<file path="config.mk">
export PLATFORM = sky130hd
export DESIGN_NAME = fifo_write_arbiter
export DESIGN_NICKNAME = d
export VERILOG_FILES = /design/src/rtl/fifo_arb_pkg.sv /design/src/rtl/rr_arbiter.sv /design/src/rtl/fifo_write_arbiter.sv
export SDC_FILE = /design/constraint.sdc
export NUM_CORES = 1
export LEC_CHECK = 0
export ABC_AREA = 1
export BUFFER_PORTS_ARGS = -buffer_cell sky130_fd_sc_hd__buf_4
export CORE_MARGIN = 10
export CORE_UTILIZATION = 36
export DETAILED_ROUTE_END_ITERATION = 10
export PLACE_DENSITY = 0.78
export RECOVER_POWER = 50
export SLEW_MARGIN = 20
export SYNTH_ARGS = -nofsm -noshare
export SYNTH_HDL_FRONTEND = slang
export SYNTH_HIERARCHICAL = 1
export SYNTH_SLANG_ARGS = --single-unit
</file>
<file path="constraint.sdc">
create_clock -name write_clk -period 1.7 [get_ports write_clk]
set_input_delay 0.425 -clock write_clk [delete_from_list [all_inputs] [get_ports write_clk]]
set_output_delay 0.425 -clock write_clk [all_outputs]
set_load 0.05 [all_outputs]
</file>
<file path="src/rtl/fifo_arb_pkg.sv">
// Shared types and helpers for the write-side FIFO arbiter and its round-robin picker.
package fifo_arb_pkg;

  typedef enum logic {ARB_IDLE, ARB_BURST} arb_state_t;

  // (base + off) mod n for base < n and 1 <= off <= n; avoids a divider in the picker.
  function automatic int unsigned rr_wrap(input int unsigned base, input int unsigned off,
                                          input int unsigned n);
    int unsigned s;
    s = base + off;
    return (s >= n) ? (s - n) : s;
  endfunction

endpackage

</file>
<file path="src/rtl/rr_arbiter.sv">
// Combinational round-robin pick: first request after last_i, wrapping; zero latency.
// No backpressure of its own; any_o is low and gnt_o zero when nothing requests.
module rr_arbiter
  import fifo_arb_pkg::*;
#(
  parameter  int N  = 4,
  localparam int IW = $clog2(N)
) (
  input  logic [N-1:0]  req_i,
  input  logic [IW-1:0] last_i,
  output logic [N-1:0]  gnt_o,
  output logic [IW-1:0] gnt_idx_o,
  output logic          any_o
);

  logic [IW-1:0] cand;

  always_comb begin
    gnt_o     = '0;
    gnt_idx_o = last_i;
    any_o     = 1'b0;
    cand      = '0;
    // Scan last_i+1 .. last_i so the previous owner is considered last.
    for (int k = 1; k <= N; k++) begin
      cand = IW'(rr_wrap(32'(last_i), k, N));
      if (!any_o && req_i[cand]) begin
        gnt_o[cand] = 1'b1;
        gnt_idx_o   = cand;
        any_o       = 1'b1;
      end
    end
  end

endmodule

</file>
<file path="src/rtl/fifo_write_arbiter.sv">
// Round-robin share of one async_fifo write port with packet lock, capped at MAX_BURST words.
// One idle cycle to arbitrate, then one word per cycle; p_write_full stalls the owner, never drops.
module fifo_write_arbiter
  import fifo_arb_pkg::*;
#(
  parameter int BITS      = 32,
  parameter int NUM_REQ   = 4,
  parameter int MAX_BURST = 8
) (
  input  logic                    write_clk,
  input  logic                    write_rst_n,
  input  logic [NUM_REQ-1:0]      req_valid,
  input  logic [NUM_REQ*BITS-1:0] req_data,
  input  logic [NUM_REQ-1:0]      req_last,
  output logic [NUM_REQ-1:0]      req_ready,
  output logic [NUM_REQ-1:0]      grant,
  output logic                    busy,
  output logic                    p_write_en,
  output logic [BITS-1:0]         p_write_data,
  input  logic                    p_write_full
);

  localparam int            IW       = $clog2(NUM_REQ);
  localparam int            CW       = $clog2(MAX_BURST + 1);
  localparam logic [CW-1:0] CNT_LAST = CW'(MAX_BURST - 1);
  localparam logic [IW-1:0] IDX_INIT = IW'(NUM_REQ - 1);

  arb_state_t         state_q, state_d;
  logic [NUM_REQ-1:0] grant_q, grant_d;
  logic [IW-1:0]      last_q, last_d;
  logic [CW-1:0]      cnt_q, cnt_d;

  logic [NUM_REQ-1:0] pick;
  logic [IW-1:0]      pick_idx;
  logic               pick_any;

  logic [BITS-1:0]    own_data;
  logic               own_valid;
  logic               own_last;
  logic               xfer;
  logic               burst_end;

  rr_arbiter #(.N(NUM_REQ)) u_rr (
    .req_i     (req_valid),
    .last_i    (last_q),
    .gnt_o     (pick),
    .gnt_idx_o (pick_idx),
    .any_o     (pick_any)
  );

  // grant_q is one-hot in BURST and zero in IDLE, so it doubles as the owner select.
  always_comb begin
    own_data  = '0;
    own_valid = 1'b0;
    own_last  = 1'b0;
    for (int i = 0; i < NUM_REQ; i++) begin
      if (grant_q[i]) begin
        own_data  = req_data[i*BITS +: BITS];
        own_valid = req_valid[i];
        own_last  = req_last[i];
      end
    end
  end

  assign xfer      = (state_q == ARB_BURST) && own_valid && !p_write_full;
  assign burst_end = xfer && (own_last || (cnt_q == CNT_LAST));

  assign req_ready    = p_write_full ? '0 : grant_q;
  assign grant        = grant_q;
  assign busy         = (state_q == ARB_BURST);
  assign p_write_en   = xfer;
  assign p_write_data = xfer ? own_data : '0;

  always_comb begin
    state_d = state_q;
    grant_d = grant_q;
    last_d  = last_q;
    cnt_d   = cnt_q;
    case (state_q)
      ARB_IDLE: begin
        if (pick_any) begin
          state_d = ARB_BURST;
          grant_d = pick;
          last_d  = pick_idx;
          cnt_d   = '0;
        end
      end
      ARB_BURST: begin
        // A cut burst leaves last_q at the owner, so everyone else goes first next time.
        if (burst_end) begin
          state_d = ARB_IDLE;
          grant_d = '0;
          cnt_d   = '0;
        end else if (xfer) begin
          cnt_d = cnt_q + 1'b1;
        end
      end
      default: begin
        state_d = ARB_IDLE;
        grant_d = '0;
        cnt_d   = '0;
      end
    endcase
  end

  always_ff @(posedge write_clk or negedge write_rst_n) begin
    if (!write_rst_n) begin
      state_q <= ARB_IDLE;
      grant_q <= '0;
      last_q  <= IDX_INIT;
      cnt_q   <= '0;
    end else begin
      state_q <= state_d;
      grant_q <= grant_d;
      last_q  <= last_d;
      cnt_q   <= cnt_d;
    end
  end

  a_no_write_when_full: assert property (@(posedge write_clk) disable iff (!write_rst_n)
    !(p_write_en && p_write_full));

  a_grant_onehot0: assert property (@(posedge write_clk) disable iff (!write_rst_n)
    $onehot0(grant_q));

endmodule

</file>
==> impl_metrics.yaml, run 1 <==
synth:
  synth_compound_gate_area_share: 0.347
  synthAdderAreaFrac: 0.0509
  synth_nets: 512
  yosysSeqAreaShare: 0.125
  synthTopCellsByArea: "nand2_1 11%, a22oi_1 11%, dfrtp_1 10%"
  synthMuxAreaShare: 0
  synth_area_per_cell_um2: 6.08
  synth-xor-area-share: 0.00791
  synth_top_family_by_area: "simple AND/OR/NAND/NOR gates"
  netlist_area_mm2: 0.00221
  synth_cell_types: 31
  yosysTopAreaCell: "nand2_1"
  synth_top_area_frac: 0.114
  synthSimpleGateAreaFrac: 0.359
  yosys_warnings: 6
  ys_ff_latch: 11
  netlist_instances: 364
cts:
  cts.sinks: 11
  insertion_delay_ns: 0.24
  cts_buffers: 3
  h-tree-depth: 1
  clk_pin_slew_ns: 0.05
  postCtsHoldBufs: 0
  cts_tree: "built"
  root_buffer: "clkbuf_8"
  clockBufferDepth: 2
sta:
  clock_skew_ns: 0.00559
  timing.final.ws_setup_ns: -0.434
  drv_slew: 0
  relSlewSlack: 0.614
  rsz0062_at_grt: "true"
  period_minus_slack_ns: 2.13
  fmax_mhz: 469
  tightest_slew_ns: 0.579
  finalHoldViolCount: 0
  whs_ns: 0.158
  fin_crit_sh: 1.26
  finalSetupViolations: 39
cells_and_area:
  layout-drive-gt1-share: 0.626
  design_area_mm2: 0.00481
  fillers: 392
  layout_common_cells: "174 x buf_4, 59 x nand2_1, 41 x o21ai_1"
  fin_cells: 644
  diodes: 0
  final_nets: 718
  final_common_cell: "buf_4"
  syn2layout_area_growth_pct: 117
grt:
  grt_usage: 0.227
  overflow: 0
  grt_pass1_vias: 3364
  antenna_found_initial: 0
  grt_max_degree: 38
  grt_pass1_wl_mm: 18.5
critical_path:
  crit_chain: "nor2_8 -> buf_4 -> a22oi_1 -> o21ai_1 -> o21ai_2 -> nor2_4 -> buf_6"
  path_max_fanout: 6
  startpoint_type: "flop"
  cp.buffers_inverters: 2
  crit_type: "reg -> out"
  cp_slowest_cell: "dfrtp_2"
  endpoint_kind: "output pin"
  required_ns: 1.27
  max_stage_delay_ns: 0.47
  arrival_ns: 1.71
  crit_family: "flip-flops"
status:
  outcome: "finished with violations"
  violations: "setup timing"
routing:
  drt-total-wl_mm: 13.4
  drtPass1Iterations: 5
  via_per_inst: 5.65
  routedWlPerCell_um: 20.8
  drt_iter0_markers: 226
  antenna_left: 0
  vias: 3636
  drc: 0
floorplan:
  die_height_um: 98.4
  io_pins: 181
  std_cell_rows: 28
  core_area_mm2: 0.00596
  dieArea_mm2: 0.00968
  die_w_um: 98.4
  start_util: 0.372
worst_hold_path:
  hold_path_class: "in -> async"
run:
  maxCapViolations: 0
power_and_ir_drop:
  power_w: 0.00743
  pwr_density_cell_mw_per_mm2: 1540
  peakVddDrop_uv: 1400
  power_leakage_nw: 2.20
placement:
  dp_hpwl_mm: 9.61
  dpl.cell_count: 632
  gp_congestion: 0.971
  port_buffers: 180
  place_area_mm2: 0.00416
## kinds of logic after synthesis
kind of cell,after synthesis
xor+xnor,2
buf+inv,46
compound gates,129
fa+ha+maj,9
simple gates,167
flops,11
## sequential cells by signal, summed over array words and instances, names as in the netlist
signal	flops
busy	1
cnt_q	4
grant	4
last_q	2
## per-stage QoR
| step | TNS (ns) | utilization | worst slack (ns) |
|---|---|---|---|
| after detailed placement | -3.54 | 0.698 | -0.133 |
| after global placement | -3.10 | 0.698 | -0.109 |
| final | -12.17 | 0.808 | -0.434 |
| after CTS | -11.02 | 0.751 | -0.370 |
| after floorplan | -7.85 | - | -0.241 |
| after global routing | -15.63 | 0.808 | -0.526 |
## worst register-to-register path, cell delays in order (launching register included)
cell     delay [ns]
dfstp_2        0.56
inv_4          0.06
ha_4           0.31
inv_4          0.06
nand2_4        0.09
nand2_4        0.08
nor2_4         0.20
nand3_2        0.10
nand3_2        0.08
inv_2          0.03
nor2_1         0.09
nand2_1        0.06
nand2_1        0.05
## where the power goes
group | internal [W] | switching (W)
sequential | 0.000396 | 0.000149
clock | 0.000164 | 0.0000936
combinational | 0.00266 | 0.00396
total | 0.00322 | 0.00421
## layout make-up
cell class	count	area (um2)	area share
sequential	11	284	0.0590
clock buffer	4	45.0	0.00936
tap	75	93.8	0.0195
inverter	20	87.6	0.0182
timing repair buffer	227	2070	0.430
multi-input combinational	307	2230	0.464
## synthesized netlist by cell type, drive strengths merged
master / count
nand2: 81
nor2: 58
o21ai: 52
a21oi: 33
a22oi: 32
nand3: 21
inv: 20
buf: 19
dfrtp: 9
ha: 9
o22ai: 8
clkbuf: 7
nand4: 7
a21boi: 4
dfstp: 2
xor2: 2
## path summary, 6_finish.rpt
path	from	to	cells past startpoint	slack, ns
max	grant[1]$_DFFE_PN0P_	p_write_data[6]	7	-0.43
min	write_rst_n	cnt_q[2]$_DFFE_PN0P_	1	0.16
max reg2reg	last_q[0]$_DFFE_PN1P_	grant[0]$_DFFE_PN0P_	12	-0.12
min reg2reg	cnt_q[3]$_DFFE_PN0P_	cnt_q[3]$_DFFE_PN0P_	2	0.53
max in group asynchronous	write_rst_n	busy$_DFF_PN0_	1	1.13
min in group write_clk	cnt_q[3]$_DFFE_PN0P_	cnt_q[3]$_DFFE_PN0P_	2	0.53
## per-layer routing
metal	GRT usage	vias up	wire (um)
li1	-	1677	-
met1	0.258	1708	4560
met2	0.433	212	7290
met3	0.0363	39	1120
met4	0.0463	0	440
met5	0	-	0
## timing repair
action	4_1_cts	5_1_grt
setup endpoints to repair	38	45
resized for setup	66	61
pin swaps	13	17
gates cloned	0	3
buffers inserted	1	4
No activity file was read; power rests on OpenSTA's default activity.
==> inputs of run 2 (changes only) <==
--- a/config.mk
+++ b/config.mk
@@ -7,7 +7,6 @@
 export LEC_CHECK = 0
 export ABC_AREA = 1
 export BUFFER_PORTS_ARGS = -buffer_cell sky130_fd_sc_hd__buf_4
-export CORE_MARGIN = 10
 export CORE_UTILIZATION = 36
 export DETAILED_ROUTE_END_ITERATION = 10
 export PLACE_DENSITY = 0.78
==> run 2 against run 1 <==
The flow still finishes with violations (setup timing). Final cell count is 0.93% higher. Worst hold slack better by 0.0091 ns. Global-route usage is 7.2 points higher. First-iteration DRC count is 23% lower. Critical path type unchanged. Critical endpoint is now p_write_data[30].
==> impl_metrics.yaml, run 2 (same netlist as run 1, synthesis figures left out) <==
cells_and_area:
  fillers: 376
  layout_common_cells: "183 x buf_4, 56 x nand2_1, 37 x nor2_4"
  diodes: 0
  fin_cells: 650
  syn2layout_area_growth_pct: 117
  layout-drive-gt1-share: 0.642
  final_nets: 724
  final_common_cell: "buf_4"
cts:
  cts.sinks: 11
  root_buffer: "clkbuf_8"
  h-tree-depth: 1
  postCtsHoldBufs: 0
  insertion_delay_ns: 0.24
  clk_pin_slew_ns: 0.05
  cts_tree: "built"
  cts_buffers: 3
  clockBufferDepth: 2
sta:
  relSlewSlack: 0.591
  drv_slew: 0
  finalHoldViolCount: 0
  fmax_mhz: 469
  period_minus_slack_ns: 2.13
  timing.final.ws_setup_ns: -0.431
  fin_crit_sh: 1.25
  clock_skew_ns: 0.00334
  finalSetupViolations: 39
  tightest_slew_ns: 0.613
  rsz0062_at_grt: "true"
placement:
  port_buffers: 180
  dp_hpwl_mm: 7.83
  dpl.cell_count: 636
  gp_congestion: 0.973
critical_path:
  required_ns: 1.27
  crit_type: "reg -> out"
  endpoint_kind: "output pin"
  worstSetupStartpoint: "grant[1]$_DFFE_PN0P_"
  rr_startpoint: "last_q[0]$_DFFE_PN1P_"
  path_max_fanout: 12
  startpoint_type: "flop"
  arrival_ns: 1.71
floorplan:
  io_pins: 181
  start_util: 0.374
  core_area_mm2: 0.00592
  die_height_um: 80.4
  std_cell_rows: 28
  die_w_um: 80.4
  dieArea_mm2: 0.00647
grt:
  grt_pass1_vias: 3192
  grt_usage: 0.299
  grt_pass1_wl_mm: 15.3
  antenna_found_initial: 0
  grt_max_degree: 27
  overflow: 0
routing:
  via_per_inst: 5.44
  routedWlPerCell_um: 17.3
  drt-total-wl_mm: 11.3
  drt_iter0_markers: 175
  drtPass1Iterations: 4
  vias: 3535
  antenna_left: 0
  drc: 0
worst_hold_path:
  hold_path_class: "in -> async"
power_and_ir_drop:
  peakVddDrop_uv: 1230
  pwr_density_cell_mw_per_mm2: 1570
  power_leakage_nw: 2.20
  power_w: 0.00754
status:
  violations: "setup timing"
  outcome: "finished with violations"
run:
  maxCapViolations: 0
## run 2: cell count changes in the layout (fill, tap and decap cells not counted), moves of 2 or more
cell       previous run  this run
a22oi_1              29        31
a22oi_2               3         1
buf_4               174       183
buf_6                24        26
buf_8                17        15
clkbuf_16             3         0
nand2_1              59        56
nand2_2               7        12
o21ai_1              41        33
o21ai_2              11        18
o22ai_1               0         2
o22ai_2               8         6
## run 2: area by class of cell
cell class / instances / area (um2) / area share
flip-flops and latches: 11 / 284 / 0.0592
multi-input cells: 307 / 2240 / 0.466
clock buffers: 4 / 45.0 / 0.00938
repair buffers: 233 / 2060 / 0.428
inverters: 20 / 85.1 / 0.0177
well taps: 75 / 93.8 / 0.0196
## run 2: power by group
part           switching, W  internal, W  total (W)
logic               0.00401      0.00271    0.00671
clock network      0.000105     0.000165   0.000270
registers          0.000160     0.000395   0.000555
total               0.00427      0.00327    0.00754
## run 2: metrics by stage
stage / hold slack, ns / instance area, um2 / utilization / setup TNS [ns] / setup WS, ns
final: 0.167 / 4800 / 0.811 / -12.43 / -0.431
after global routing: 0.204 / 4800 / 0.811 / -15.66 / -0.504
after CTS: 0.0120 / 4560 / 0.770 / -11.46 / -0.398
after detailed placement: 0.269 / 4200 / 0.709 / -4.28 / -0.143
after global placement: 0.267 / 4200 / 0.709 / -3.72 / -0.138
after floorplan: 0.129 / 2530 / - / -7.85 / -0.241
## run 2: worst paths after layout
check                                  endpoint  slack [ns]  cells past startpoint
max in group asynchronous  grant[3]$_DFFE_PN0P_        1.10                      1
setup / recovery               p_write_data[30]       -0.43                      7
setup reg to reg           grant[1]$_DFFE_PN0P_       -0.19                     12
min in group write_clk     cnt_q[1]$_DFFE_PN0P_        0.53                      2
hold / removal                   busy$_DFF_PN0_        0.17                      1
hold reg to reg            cnt_q[1]$_DFFE_PN0P_        0.53                      2
## run 2: timing repair
item,4_1_cts,5_1_grt
cloned,0,0
setup buffers,7,4
resized for setup,65,61
endpoints found under the hold margin,0,0
pin swaps,11,21
endpoints found under the setup margin,43,45
## run 2: worst max-delay path, stage by stage (launching register included)
cell and delay, ns:
dfrtp_2 0.48, nor2_8 0.17, buf_12 0.15, a22oi_2 0.05, o21ai_1 0.18, o21ai_2 0.12, nor2_4 0.15, buf_8 0.15
## run 2: routing by layer
metal	vias to the layer above	global-route usage	share of wire
met5	-	0	0
met4	0	0.111	0.037
met3	40	0.0545	0.063
met2	157	0.562	0.54
met1	1654	0.328	0.36
li1	1684	-	-
